==> config.mk <==
export PLATFORM = sky130hd
export DESIGN_NAME = aes_kat_selftest
export DESIGN_NICKNAME = d
export VERILOG_FILES = /design/src/rtl/aes_kat_selftest.sv
export SDC_FILE = /design/constraint.sdc
export NUM_CORES = 1
export LEC_CHECK = 0
export CAP_MARGIN = 20
export CORE_AREA = 2 2 305 307
export DETAILED_ROUTE_END_ITERATION = 7
export DIE_AREA = 0 0 307 309
export PLACE_DENSITY = 0.61
export SLEW_MARGIN = 20
export SYNTH_ARGS = -nofsm -noshare
export SYNTH_HDL_FRONTEND = slang
export SYNTH_SLANG_ARGS = --single-unit
==> constraint.sdc <==
create_clock -name clk -period 5.9 [get_ports clk]
set_input_delay 0.885 -clock clk [delete_from_list [all_inputs] [get_ports clk]]
set_output_delay 0.885 -clock clk [all_outputs]
set_load 0.01 [all_outputs]
==> src/rtl/aes_kat_selftest.sv <==
// Known-answer self-test sequencer for an AES encrypt/decrypt engine.
// Walks NVEC vectors from an external ROM. Each vector is encrypted and then decrypted
// through a start/done engine handshake, with a watchdog on every wait.
module aes_kat_selftest #(
  parameter int unsigned Nk      = 4,
  parameter int unsigned Nr      = Nk + 6,
  parameter int unsigned NVEC    = 4,
  parameter int unsigned TIMEOUT = 64,
  parameter int unsigned VW      = 8
) (
  input  logic             clk,
  input  logic             reset,
  input  logic             start,
  output logic [VW-1:0]    vec_idx,
  input  logic [127:0]     vec_pt,
  input  logic [Nk*32-1:0] vec_key,
  input  logic [127:0]     vec_ct,
  output logic             eng_start,
  output logic             eng_mode,
  output logic [127:0]     eng_data,
  output logic [Nk*32-1:0] eng_key,
  input  logic             eng_done,
  input  logic [127:0]     eng_result,
  output logic             busy,
  output logic             pass,
  output logic             fail,
  output logic             timeout_err,
  output logic [VW-1:0]    fail_idx,
  output logic             fail_dir
);

  localparam int unsigned     WdW     = $clog2(TIMEOUT);
  localparam logic [WdW-1:0]  WdLast  = WdW'(TIMEOUT - 1);
  localparam logic [VW-1:0]   IdxLast = VW'(NVEC - 1);

  typedef enum logic [2:0] {
    StIdle, StLoad, StEncReq, StEncWait, StDecReq, StDecWait, StDone
  } state_e;

  state_e             state_q;
  logic [VW-1:0]      vec_idx_q;
  logic [127:0]       pt_q;
  logic [Nk*32-1:0]   key_q;
  logic [127:0]       ct_q;
  logic [WdW-1:0]     wd_q;
  logic               eng_mode_q;
  logic [127:0]       eng_data_q;
  logic               pass_q;
  logic               fail_q;
  logic               timeout_err_q;
  logic [VW-1:0]      fail_idx_q;
  logic               fail_dir_q;

  // Nr is informational only.
  logic unused_nr;
  assign unused_nr = ^Nr;

  // Sequencer: walks vectors, drives the engine, checks results and runs the watchdog.
  always_ff @(posedge clk) begin
    if (!reset) begin
      state_q       <= StIdle;
      vec_idx_q     <= '0;
      pt_q          <= '0;
      key_q         <= '0;
      ct_q          <= '0;
      wd_q          <= '0;
      eng_mode_q    <= 1'b0;
      eng_data_q    <= '0;
      pass_q        <= 1'b0;
      fail_q        <= 1'b0;
      timeout_err_q <= 1'b0;
      fail_idx_q    <= '0;
      fail_dir_q    <= 1'b0;
    end else begin
      unique case (state_q)
        StIdle, StDone: begin
          if (start) begin
            vec_idx_q     <= '0;
            pass_q        <= 1'b0;
            fail_q        <= 1'b0;
            timeout_err_q <= 1'b0;
            fail_idx_q    <= '0;
            fail_dir_q    <= 1'b0;
            state_q       <= StLoad;
          end
        end
        StLoad: begin
          pt_q       <= vec_pt;
          key_q      <= vec_key;
          ct_q       <= vec_ct;
          // Engine inputs are set up here so they are valid during the request cycle.
          eng_mode_q <= 1'b0;
          eng_data_q <= vec_pt;
          state_q    <= StEncReq;
        end
        StEncReq: begin
          wd_q    <= '0;
          state_q <= StEncWait;
        end
        StEncWait: begin
          // A done arriving on the last watchdog cycle still counts as an answer.
          if (eng_done) begin
            if (eng_result == ct_q) begin
              eng_mode_q <= 1'b1;
              eng_data_q <= ct_q;
              state_q    <= StDecReq;
            end else begin
              fail_q     <= 1'b1;
              fail_dir_q <= 1'b0;
              fail_idx_q <= vec_idx_q;
              state_q    <= StDone;
            end
          end else if (wd_q == WdLast) begin
            fail_q        <= 1'b1;
            timeout_err_q <= 1'b1;
            fail_dir_q    <= 1'b0;
            fail_idx_q    <= vec_idx_q;
            state_q       <= StDone;
          end else begin
            wd_q <= wd_q + WdW'(1);
          end
        end
        StDecReq: begin
          wd_q    <= '0;
          state_q <= StDecWait;
        end
        StDecWait: begin
          if (eng_done) begin
            if (eng_result == pt_q) begin
              if (vec_idx_q == IdxLast) begin
                pass_q  <= 1'b1;
                state_q <= StDone;
              end else begin
                vec_idx_q <= vec_idx_q + VW'(1);
                state_q   <= StLoad;
              end
            end else begin
              fail_q     <= 1'b1;
              fail_dir_q <= 1'b1;
              fail_idx_q <= vec_idx_q;
              state_q    <= StDone;
            end
          end else if (wd_q == WdLast) begin
            fail_q        <= 1'b1;
            timeout_err_q <= 1'b1;
            fail_dir_q    <= 1'b1;
            fail_idx_q    <= vec_idx_q;
            state_q       <= StDone;
          end else begin
            wd_q <= wd_q + WdW'(1);
          end
        end
        default: state_q <= StIdle;
      endcase
    end
  end

  assign vec_idx     = vec_idx_q;
  assign eng_start   = (state_q == StEncReq) || (state_q == StDecReq);
  assign eng_mode    = eng_mode_q;
  assign eng_data    = eng_data_q;
  assign eng_key     = key_q;
  assign busy        = (state_q != StIdle) && (state_q != StDone);
  assign pass        = pass_q;
  assign fail        = fail_q;
  assign timeout_err = timeout_err_q;
  assign fail_idx    = fail_idx_q;
  assign fail_dir    = fail_dir_q;

endmodule

---- Word level (Yosys, flattened, before mapping) ----
Index checks and enable logic that the tools add are counted.
cells by class
  reductions and logical operators ........ 19
  equal/unequal tests ..................... 25
  add/subtract/negate cells ............... 2
  muxes and demuxes ....................... 47
operators with widths
  kind                 number
  $eq 128x128->1       2
  $mux 128             2
  $pmux 128 s2         1
  $mux 8               9
  $pmux 8 s3           1
  $mux 3               6
  $ne 2x2->1 const B   9
  $pmux 3 s6           1
  $mux 1               17
  $pmux 8 s2           1
  $ne 3x3->1 const B   5
  $mux 6               2
  $pmux 6 s2           1
  $reduce_and 5->1     2
  $eq 3x3->1 const B   3
  $add 8x1->8 const B  1
  $eq 8x2->1 const B   1
  $reduce_and 4->1     2
  $reduce_bool 2->1    4
  $add 6x1->6 const B  1
  $eq 3x2->1 const B   2
  $eq 6x6->1 const B   1
  $pmux 1 s2           3
  $pmux 1 s3           2
  10 further kinds     14
word-level totals
  bits in registers ....................... 542
  output and inout port bits .............. 279
  logic and storage cells ................. 106

---- Logic depth before layout (Yosys ltp) ----
  depth in word-level cells ............... 5
  gate-level depth with buffers ........... 10
  depth with buffers taken out ............ 8

---- Least setup slack after synthesis ----
Ideal clock, no wire load.
  path type ............................... input to register
  start point ............................. input eng_result[87]
  end point ............................... register eng_data_q[101], in the netlist eng_data[101]
  cell stages on the path ................. 9
  slack ................................... 2.951 ns
  arrival time ............................ 2.858 ns
  cell sequence ........................... xor2_1 -> or4_1 -> nor4_1 -> nand4_1 -> nor4_2 -> buf_4 -> buf_6 -> nor3_1 -> a311oi_1
on the way
  cells in the longest elaborated chain, start to end .. 3
ends and longest elaborated chain
  element                            RTL line  text
  from (decl)                        23        input logic [127:0] eng_result,
  $eq 128x128->1                     103       if (eng_result == ct_q) begin
  $ne 2x2->1 (no source line)        n/a
  $reduce_and 3->1 (no source line)  n/a
  to (signal assigned)               93        eng_data_q <= vec_pt;
  to (signal assigned)               105       eng_data_q <= ct_q;
  to (decl)                          47        logic [127:0] eng_data_q;
Every way passes these cells.
A chain may end at the register's enable or synchronous reset.

---- Worst setup path after layout ----
  start point ............................. input eng_result[12]
  end point ............................... register eng_data_q[116], in the netlist eng_data[116]
Same word-level chain as after synthesis.

==> summary.md <==
| Metric | Value |
|---|---|
| # Max-Cap Violations | `0` |
| Final worst slack | `1.84 ns` |
| Outcome | `finished, final reports clean` |
| Synth Register Bits | `542` |
| Skew-Pair Late Insertion Delay | `around 0.64 ns` |
| Setup TNS | `0 ns` |
| Fillcell total | `between 9000 and 10000` |
| CTS tree | `done` |
| Final setup viols | `0` |
| Syn Area/Cell | `7.75 µm²` |
| RSZ-0062 raised after global routing | `false` |
| Initial antenna violation count | `51` |
| Worst setup SP type | `input port` |
| Post-DP Area | `between 30000 and 40000 µm²` |
| Routed met3 length | `10300 µm` |
| Post-synth cell types | `between 50 and 60` |
| Critical path required time | `approximately 6.4 ns` |
| Max-slew violations | `0` |
| Flop-to-flop setup slack | `2.22 ns` |
| Gate power share | `21.4%` |
| Port bufs | `794` |
| Top cells by area, synth | `dfxtp_1 (46%), nand2_1 (17%), a21oi_1 (8.4%), a311oi_1 (4.8%), xor2_1 (4.4%)` |
| Hold buffer count at CTS | `0` |
| Nets@finish | `4249` |
| Critical R2R Launch | `ct_q[12]` |
| # IOs | `795` |
| Number of global-route vias before repair | `about 24000` |
| Post-synth EDFFs | `0` |
| Pleak | `between 10 and 15 nW` |
| Mux share of post-synthesis cell area | `0.252%` |
| WHS | `0.451 ns` |
| Finished Cell Area | `35000 µm²` |
| Syn Inst Count | `3070` |
| Adder-Cell Fraction of Synth Area | `0.105%` |
| Grt ovf | `0` |
| Wire length on met2 | `between 60000 and 70000 µm` |
| Setup Buffers After CTS | `0` |
| Place WS | `1.39 ns` |
| Highest Signal Layer | `met5` |
| Power share of the clock group | `about two fifths` |
| Worst Hold Class | `reg2reg` |
| Clk sink count | `542` |
| Achievable Freq | `246 MHz` |
| Syn. warnings | `0` |
| Core Rows | `111` |
| Worst vdd ir | `0.211 mV` |
| Met1 WL | `55100 µm` |
| Register clock-pin slew on the reported worst setup and hold paths | `approximately 0.060 ns` |
| Sequential share of the synthesized area | `45.6%` |
| Arr. time, crit path | `4.51 ns` |
| Total track usage | `around 27%` |
| Synth top area share | `45.6%` |
| Critical path class | `in2reg` |
| Max transition margin | `between 20% and 30%` |
| Iteration-0 DRC Markers | `2389` |
| Top_reg_cell synth | `dfxtp_1` |
| Sequential share of power | `38.4%` |
| Vias | `25600` |
| Vias per cell | `about 5.1` |
| CP Capture Type | `register` |
| Final min period | `approximately 4.1 ns` |
| R2R cell count | `8` |
| Routed Antenna Nets | `0` |
| Avg WL per Cell | `26.7 µm` |
| Measured slew at the worst slew-check pin | `1.04 ns` |
| Cell area power density | `314 nW/µm²` |
| CTS Buf Count | `69` |
| Combinational family with the most area after synthesis | `simple AND/OR/NAND/NOR gates` |
| Die area | `94900 µm²` |
| CTS H-Tree Depth | `3` |
| Clock skew | `0.0322 ns` |
| Post-Synth Simple-Gate Area | `27.3%` |
| Drt drc | `0` |
| XOR/XNOR share of the synthesized area | `7.84%` |
| Post-synthesis compound-gate area fraction | `14.5%` |
| Cell Area, Synth | `around 24000 µm²` |
| Worst Setup EP | `eng_data[116]` |
| Core ar. | `91400 µm²` |
| Gpl congestion | `1.04` |
| Routed wire length | `133000 µm` |
| Tcrit/Tclk final | `around 69%` |
| Die height | `309 µm` |
| Layout cells sized above 1 | `3.88%` |
| Hpwl dp | `101000 µm` |
| Leading cell type in the layout, fill and taps excluded | `nand2_1` |
| First-pass GRT wire length | `183000 µm` |
| Die width | `307 µm` |
| Syn_nets | `3588` |
| Initial DRT Pass Iterations | `7` |
| Most frequent cells in the layout | `nand2_1 (1055), clkdlybuf4s50_1 (794), dfxtp_1 (542), a21oi_1 (397), nor3_1 (141)` |
| CTS Buffer Depth | `3` |
| Synth async-reset ratio | `0%` |
| Crit Reg-Reg Endpoint | `eng_data[116]` |
| Hold path depth | `2` |
| Crit path launch | `eng_result[12]` |
| Initial Util | `26.0%` |
| Final Hold Vio Count | `0` |
| CTS Root Cell | `clkbuf_16` |
| Yosys top cell by area | `dfxtp_1` |
| Max FO, Critical Path | `51` |
| Pint | `7.62 mW` |
| Syn-to-layout area delta | `47.1%` |
| Post_cts resized | `0` |
| Switching Fraction | `30.8%` |
| Largest net degree at the start of global routing | `roughly 190` |
| Net Sw Power | `3.39 mW` |
==> cell families after synthesis <==
family,after synthesis
muxes,6
adders and majority gates,2
AOI/OAI and AO/OA,573
buffers and inverters,244
and+or+nand+nor,1490
DFF,542
xor gates and xnor gates,213
==> how the worst min path moves through the flow <==
stage,from,endpoint,slack [ns]
after floorplan,pt_q[100],pt_q[100],0.45
after global placement,eng_key[42],eng_key[42],0.44
after detailed placement,eng_key[60],eng_key[60],0.45
after CTS,eng_key[8],eng_key[8],0.45
after global routing,eng_key[35],eng_key[35],0.47
final,eng_key[67],eng_key[67],0.45
==> state kept, by name (all words and copies together), names as in the netlist <==
register	flops
vec_idx	8
timeout_err	1
eng_data	128
fail_idx	8
state_q	3
wd_q	6
fail_dir	1
fail	1
pt_q	128
pass	1
eng_mode	1
ct_q	128
eng_key	128
==> routing by layer <==
metal  vias to the layer above  track usage (%)
li1                      11800                -
met1                     12400             33.7
met2                      1139             43.1
met3                       270             6.81
met4                        28             12.9
met5                         -                0
==> cells in the mapped netlist, types with 15 or more instances <==
library cell	number
a21oi_1	397
nor2_1	15
nand2_1	1055
nand3_1	28
nand4_1	77
buf_2	24
dfxtp_1	542
clkbuf_1	187
nor3_1	141
nor4_1	48
xor2_1	120
inv_1	18
a311oi_1	130
nand2b_1	79
xnor2_1	93
==> power by group through the flow <==
stage | clock network (mW) | registers (mW) | logic, mW
final | 4.42 | 4.23 | 2.36
after detailed placement | 0 | 4.30 | 2.35
after floorplan | 0 | 4.30 | 0.955
after CTS | 4.51 | 4.23 | 2.36
after global routing | 4.65 | 4.26 | 2.50
after global placement | 0 | 4.30 | 2.34
==> metrics by stage <==
stage	total power [mW]	utilization (%)	std cells
6_report	11.0	38.3	4999
5_1_grt	11.4	38.3	4992
4_1_cts	11.1	38.2	4971
3_5_place_dp	6.65	35.7	4846
3_3_place_gp	6.63	35.7	4846
2_1_floorplan	5.26	-	3070
==> final cells by class <==
class / instances / area (µm²) / share of cell area (%)
diodes: 28 / 70.1 / 0.200
flip-flops and latches: 542 / 10900 / 31.0
clock inverters: 21 / 221 / 0.633
repair buffers: 815 / 8230 / 23.5
inverters: 19 / 78.8 / 0.225
well taps: 1186 / 1480 / 4.24
clock buffers: 104 / 2120 / 6.07
multi-input cells: 2284 / 11900 / 34.1
==> critical path, cell delays in order <==
cell	delay, ns
clkdlybuf4s50_1	0.49
xnor2_1	0.43
nand4_1	0.35
nor4_1	0.58
nand4_1	0.33
nor4_4	0.30
or2_4	0.56
buf_12	0.34
a311oi_1	0.16
Power figures use the tool's default switching activity.
